$ cat src/rtl/seg7_pattern_decoder.sv
// Decodes a stable active-low 7-segment pattern back to its hex digit and
// hands it out on valid/ready. Build option SEG_ERR_COUNT_EN adds an invalid-pattern counter.
module seg7_pattern_decoder #(
  parameter int STABLE_CYCLES = 4,
  parameter int CNT_W         = 8
) (
  input  logic       CLOCK_50,
  input  logic       reset,
  input  logic [6:0] HEX_IN,
  output logic [3:0] out_data,
  output logic       out_blank,
  output logic       out_invalid,
  output logic       out_valid,
  input  logic       out_ready,
  output logic [7:0] err_count
);

  typedef enum logic [0:0] {
    WAIT_STABLE = 1'b0,
    PRESENT     = 1'b1
  } state_t;

  // Result packing is {invalid, blank, data}.
  function automatic logic [5:0] decode_pattern(input logic [6:0] pat);
    case (pat)
      7'h40:   decode_pattern = {2'b00, 4'h0};
      7'h79:   decode_pattern = {2'b00, 4'h1};
      7'h24:   decode_pattern = {2'b00, 4'h2};
      7'h30:   decode_pattern = {2'b00, 4'h3};
      7'h19:   decode_pattern = {2'b00, 4'h4};
      7'h12:   decode_pattern = {2'b00, 4'h5};
      7'h02:   decode_pattern = {2'b00, 4'h6};
      7'h78:   decode_pattern = {2'b00, 4'h7};
      7'h00:   decode_pattern = {2'b00, 4'h8};
      7'h10:   decode_pattern = {2'b00, 4'h9};
      7'h08:   decode_pattern = {2'b00, 4'hA};
      7'h03:   decode_pattern = {2'b00, 4'hB};
      7'h46:   decode_pattern = {2'b00, 4'hC};
      7'h21:   decode_pattern = {2'b00, 4'hD};
      7'h06:   decode_pattern = {2'b00, 4'hE};
      7'h0E:   decode_pattern = {2'b00, 4'hF};
      7'h7F:   decode_pattern = {2'b01, 4'h0};
      default: decode_pattern = {2'b10, 4'h0};
    endcase
  endfunction

  state_t           r_state;
  state_t           w_next_state;
  logic [6:0]       r_hex_q;
  logic [6:0]       r_last_pat;
  logic             r_have_last;
  logic [CNT_W-1:0] r_cnt;
  logic             r_gap;
  logic [3:0]       r_data;
  logic             r_blank;
  logic             r_invalid;
  logic             r_valid;

  logic             w_same;
  logic             w_stable;
  logic             w_new;
  logic             w_load;
  logic             w_done;
  logic [5:0]       w_dec;

  assign w_same   = (HEX_IN == r_hex_q);
  // Counter saturates, so ">=" lets a pattern that settled during PRESENT still be accepted later.
  assign w_stable = w_same && (r_cnt >= CNT_W'(STABLE_CYCLES - 1));
  assign w_new    = w_stable && !r_gap &&
                    (!r_have_last || (r_hex_q != r_last_pat));
  assign w_dec    = decode_pattern(r_hex_q);

  assign out_data    = r_data;
  assign out_blank   = r_blank;
  assign out_invalid = r_invalid;
  assign out_valid   = r_valid;

  // Next-state and handshake decisions.
  always_comb begin
    w_next_state = r_state;
    w_load       = 1'b0;
    w_done       = 1'b0;
    case (r_state)
      WAIT_STABLE: begin
        if (w_new) begin
          w_next_state = PRESENT;
          w_load       = 1'b1;
        end else begin
          w_next_state = WAIT_STABLE;
        end
      end
      PRESENT: begin
        if (out_ready) begin
          w_next_state = WAIT_STABLE;
          w_done       = 1'b1;
        end else begin
          w_next_state = PRESENT;
        end
      end
      default: begin
        w_next_state = WAIT_STABLE;
      end
    endcase
  end

  // Sampling, stability tracking, state and output registers.
  always_ff @(posedge CLOCK_50) begin
    if (reset) begin
      r_state     <= WAIT_STABLE;
      r_hex_q     <= 7'h7F;
      r_last_pat  <= 7'h7F;
      r_have_last <= 1'b0;
      r_cnt       <= {CNT_W{1'b0}};
      r_gap       <= 1'b0;
      r_data      <= 4'h0;
      r_blank     <= 1'b0;
      r_invalid   <= 1'b0;
      r_valid     <= 1'b0;
    end else begin
      r_hex_q <= HEX_IN;
      r_state <= w_next_state;
      // Blocks acceptance on the edge right after a handshake.
      r_gap   <= w_done;
      if (!w_same) begin
        r_cnt <= {CNT_W{1'b0}};
      end else if (r_cnt != CNT_W'(STABLE_CYCLES)) begin
        r_cnt <= r_cnt + CNT_W'(1);
      end
      if (w_load) begin
        r_data      <= w_dec[3:0];
        r_blank     <= w_dec[4];
        r_invalid   <= w_dec[5];
        r_valid     <= 1'b1;
        r_last_pat  <= r_hex_q;
        r_have_last <= 1'b1;
      end else if (w_done) begin
        r_valid <= 1'b0;
      end
    end
  end

`ifdef SEG_ERR_COUNT_EN
  logic [7:0] r_err_count;

  // Counts accepted invalid patterns, saturating.
  always_ff @(posedge CLOCK_50) begin
    if (reset) begin
      r_err_count <= 8'h00;
    end else if (w_load && w_dec[5] && (r_err_count != 8'hFF)) begin
      r_err_count <= r_err_count + 8'h01;
    end
  end

  assign err_count = r_err_count;
`else
  assign err_count = 8'h00;
`endif

endmodule

$ cat config.mk
export PLATFORM = sky130hd
export DESIGN_NAME = seg7_pattern_decoder
export DESIGN_NICKNAME = d
export VERILOG_FILES = /design/src/rtl/seg7_pattern_decoder.sv
export SDC_FILE = /design/constraint.sdc
export NUM_CORES = 1
export LEC_CHECK = 0
export ABC_CLOCK_PERIOD_IN_PS = 2870
export CAP_MARGIN = 20
export CORE_MARGIN = 4
export CORE_UTILIZATION = 40
export CTS_CLUSTER_SIZE = 40
export DETAILED_ROUTE_END_ITERATION = 10
export PLACE_DENSITY = 0.58
export SETUP_SLACK_MARGIN = 0.02
export SLEW_MARGIN = 20
export SYNTH_ARGS = -nofsm -noshare
export SYNTH_HDL_FRONTEND = slang
export SYNTH_SLANG_ARGS = --single-unit
$ cat constraint.sdc
create_clock -name CLOCK_50 -period 2.87 [get_ports CLOCK_50]
set_input_delay 0.4305 -clock CLOCK_50 [delete_from_list [all_inputs] [get_ports CLOCK_50]]
set_output_delay 0.4305 -clock CLOCK_50 [all_outputs]
set_load 0.01 [all_outputs]
==> run_results.csv <==
group,metric,value,unit
sta,fin_skew,0.00426,ns
pwr,ir_drop,0.000239,V
run,cap_viol_max_count,0,
sta,hold_violations,0,
setup_path,r2r_cells,5,
drt,drtPass1Iterations,4,
cells_and_area,layout-drive-gt1-share,13.1,%
drt,vias,1506,
clocking,cts.sinks,32,
cells_and_area,fin_util,47.3,%
pwr,seqPwrFrac,50.8,%
synth,ys_ff_latch,32,
drt,drcViolationCount,0,
floorplan,dieHeight,75.3,um
synth,synth.avg_cell_area,8.47,um^2
synth,seq_area_frac_synth,35.4,%
cells_and_area,finalNetCount,240,
sta,worstMarginPinSlew,0.566,ns
grt,grt_use_total,15.3,%
grt,grt_max_degree,18,
setup_path,r2r_slack,0.66,ns
setup_path,critical_path_arrival,2.43,ns
worst_hold_path,hold_end,"out_valid$_SDFFE_PP0P_",
clocking,cts_buffer_depth,2,
placement,post-dp-hpwl,2700,um
drt,routed_wl,3900,um
setup_path,required,3.05,ns
pwr,sw_frac_of_total,23.5,%
floorplan,coreArea,0.00438,mm^2
setup_path,r2r-end,"out_invalid$_SDFFE_PP0P_",
placement,placed_cell_area,0.00198,mm^2
pwr,finalPower,0.899,mW
setup_path,critPathKind,"primary input to flip-flop",
status,run_status,"complete, no violations",
grt,grt_pass1_wl,6510,um
drt,wl_per_cell,13.9,um
pwr,combPwrFrac,10.5,%
synth,synthCells,214,
setup_path,r2r-start,"r_hex_q[3]$_SDFF_PP1_",
pwr,p_int,0.688,mW
clocking,clk_pin_slew_worst_paths,0.06,ns
floorplan,fp-row-count,24,
sta,fmax,0.444,GHz
cells_and_area,antenna_cells,0,
cells_and_area,area_growth,14.4,%
floorplan,initial_core_util,41.3,%
clocking,cts_setup_buffers,0,
pwr,power.switching,0.211,mW
clocking,cts_tree,"done",
clocking,insertion_delay,0.28,ns
synth,ys.flop_type,"dfxtp_1",
sta,fin_crit,2.25,ns
grt,antenna_found_initial,0,
floorplan,die-area,0.00567,mm^2
floorplan,die_w,75.3,um
placement,port_buffers,16,
clocking,cts_buffers,5,
setup_path,crit_path_start,"HEX_IN[0]",
worst_hold_path,hold_class,"flip-flop to flip-flop",
sta,rsz0062_at_grt,"no",
pwr,p_leak,0.718,nW
drt,vias_per_cell,5.36,
worst_hold_path,whs_path_depth,2,
clocking,cts_root_buf,"clkbuf_8",
sta,tns,0,ns
grt,grt_overflow,0,
clocking,postCtsHoldBufs,0,
cells_and_area,fin_area,0.00207,mm^2
placement,gp_congestion,0.817,
synth,synthArstFlopShare,0,%
clocking,htree_levels,2,
pwr,p_per_area,434,mW/mm^2
synth,syn_area,0.00181,mm^2
floorplan,ios,25,
setup_path,startpoint_type,"primary input",
clocking,ctsResizeCount,0,
grt,grt_pass1_vias,1383,
sta,slew_headroom,61.8,%
drt,drt_iter0_markers,85,
synth,synth_edf_count,0,
setup_path,crit_path_max_fanout,4,
setup_path,critPathCaptureType,"flip-flop",
drt,ant_nets,0,
synth,ys_types,42,
worst_hold_path,min_from,"out_valid$_SDFFE_PP0P_",
synth,yosysWarnings,0,
sta,finalCritPeriodShare,78.5,%
sta,maxSlewViolCount,0,
sta,finalSetupViolations,0,
pwr,pwr-share-clk,38.8,%
==> synth_stat cells, types with 2 or more instances <==
library cell	count	area, um^2
ha_1	2	25.0
nor4bb_1	3	30.0
xnor2_2	3	48.8
o211ai_1	5	37.5
nand2b_1	3	18.8
clkbuf_1	13	48.8
and3_1	3	18.8
nand2_1	6	22.5
nor3_1	7	35.0
nor4_1	5	31.3
xnor2_1	8	70.1
and4_1	2	17.5
or4_1	3	22.5
nand3_1	16	80.1
nor2_1	14	52.6
a21oi_1	12	60.1
or3_1	2	12.5
buf_4	8	60.1
or2_2	9	56.3
o21ai_0	11	55.1
buf_6	3	33.8
nand4_1	5	31.3
nor4b_1	2	17.5
nor3b_1	4	30.0
xor2_1	11	96.3
o21a_1	2	15.0
o41ai_1	2	17.5
inv_1	4	15.0
a22oi_1	2	15.0
dfxtp_1	32	641
==> cell usage in the layout (no fill, tap or decap), types with 4 or more instances in the layout <==
cell type,instances
a21oi_1,12
buf_4,9
clkbuf_8,6
clkdlybuf4s50_1,16
conb_1,8
dfxtp_1,32
inv_1,4
nand2_1,6
nand3_1,16
nand4_1,5
nor2_1,14
nor3_1,7
nor3b_1,4
nor4_1,5
o211ai_1,5
o21ai_0,11
or2_2,9
xnor2_1,8
xor2_1,11
==> state kept, by name, indices dropped and copies added (netlist names) <==
register and cells:
out_blank 1, out_data 4, out_invalid 1, out_valid 1, r_cnt 8, r_gap 1
r_have_last 1, r_hex_q 7, r_last_pat 7, r_state 1
==> cell families after synthesis <==
logic type | after synthesis | synth area share, %
xor+xnor | 22 | 11.9
fa+ha+maj | 2 | 1.38
buf+inv | 30 | 9.18
other cells | 1 | 0.207
compound gates | 39 | 13.6
flops | 32 | 35.4
simple gates | 88 | 28.4
==> stage by stage <==
stage,cells,hold slack (ns),setup WS (ns)
CTS,281,0.476,0.613
detailed placement,273,0.465,0.333
finish,281,0.472,0.618
floorplan,221,0.441,0.848
global route,281,0.501,0.527
global placement,273,0.449,0.353
==> worst max-delay path: stages <==
cell             delay [ns]
clkdlybuf4s50_1        0.51
xnor2_2                0.13
nand4_2                0.17
or4_4                  0.56
or4_1                  0.43
o41ai_2                0.21
==> worst max-delay path by stage <==
stage                               endpoint  depth (start not counted)  slack (ns)
floorplan           out_invalid$_SDFFE_PP0P_                          6        0.85
global placement    out_invalid$_SDFFE_PP0P_                          6        0.35
detailed placement  out_invalid$_SDFFE_PP0P_                          6        0.33
CTS                 out_invalid$_SDFFE_PP0P_                          6        0.61
global route        out_invalid$_SDFFE_PP0P_                          5        0.53
finish              out_invalid$_SDFFE_PP0P_                          6        0.62
==> power groups by stage <==
stage / Combinational, mW / Sequential, mW / Clock [mW]
after floorplan: 0.0767 / 0.463 / 0
after global routing: 0.104 / 0.457 / 0.386
final: 0.0942 / 0.456 / 0.348
after detailed placement: 0.0940 / 0.466 / 0
after CTS: 0.0947 / 0.456 / 0.366
after global placement: 0.0944 / 0.466 / 0
==> final cells by class <==
type,instances,area [um^2]
fillers,445,2310
multi-input cells,159,1030
flip-flops and latches,32,641
repair buffers,25,228
clock buffers,8,90.1
well taps,52,65.1
inverters,5,18.8
==> routing by layer <==
| layer | routed length [um] | share of wire (%) | vias up | GRT usage [%] |
|---|---|---|---|---|
| met2 | 1740 | 45 | 41 | 22.0 |
| met4 | 56 | 1.4 | 0 | 5.24 |
| met5 | 0 | 0 | - | 0 |
| met1 | 1880 | 48 | 682 | 22.2 |
| met3 | 223 | 5.7 | 7 | 3.96 |
| li1 | - | - | 776 | - |
Power figures use the tool's default switching activity.
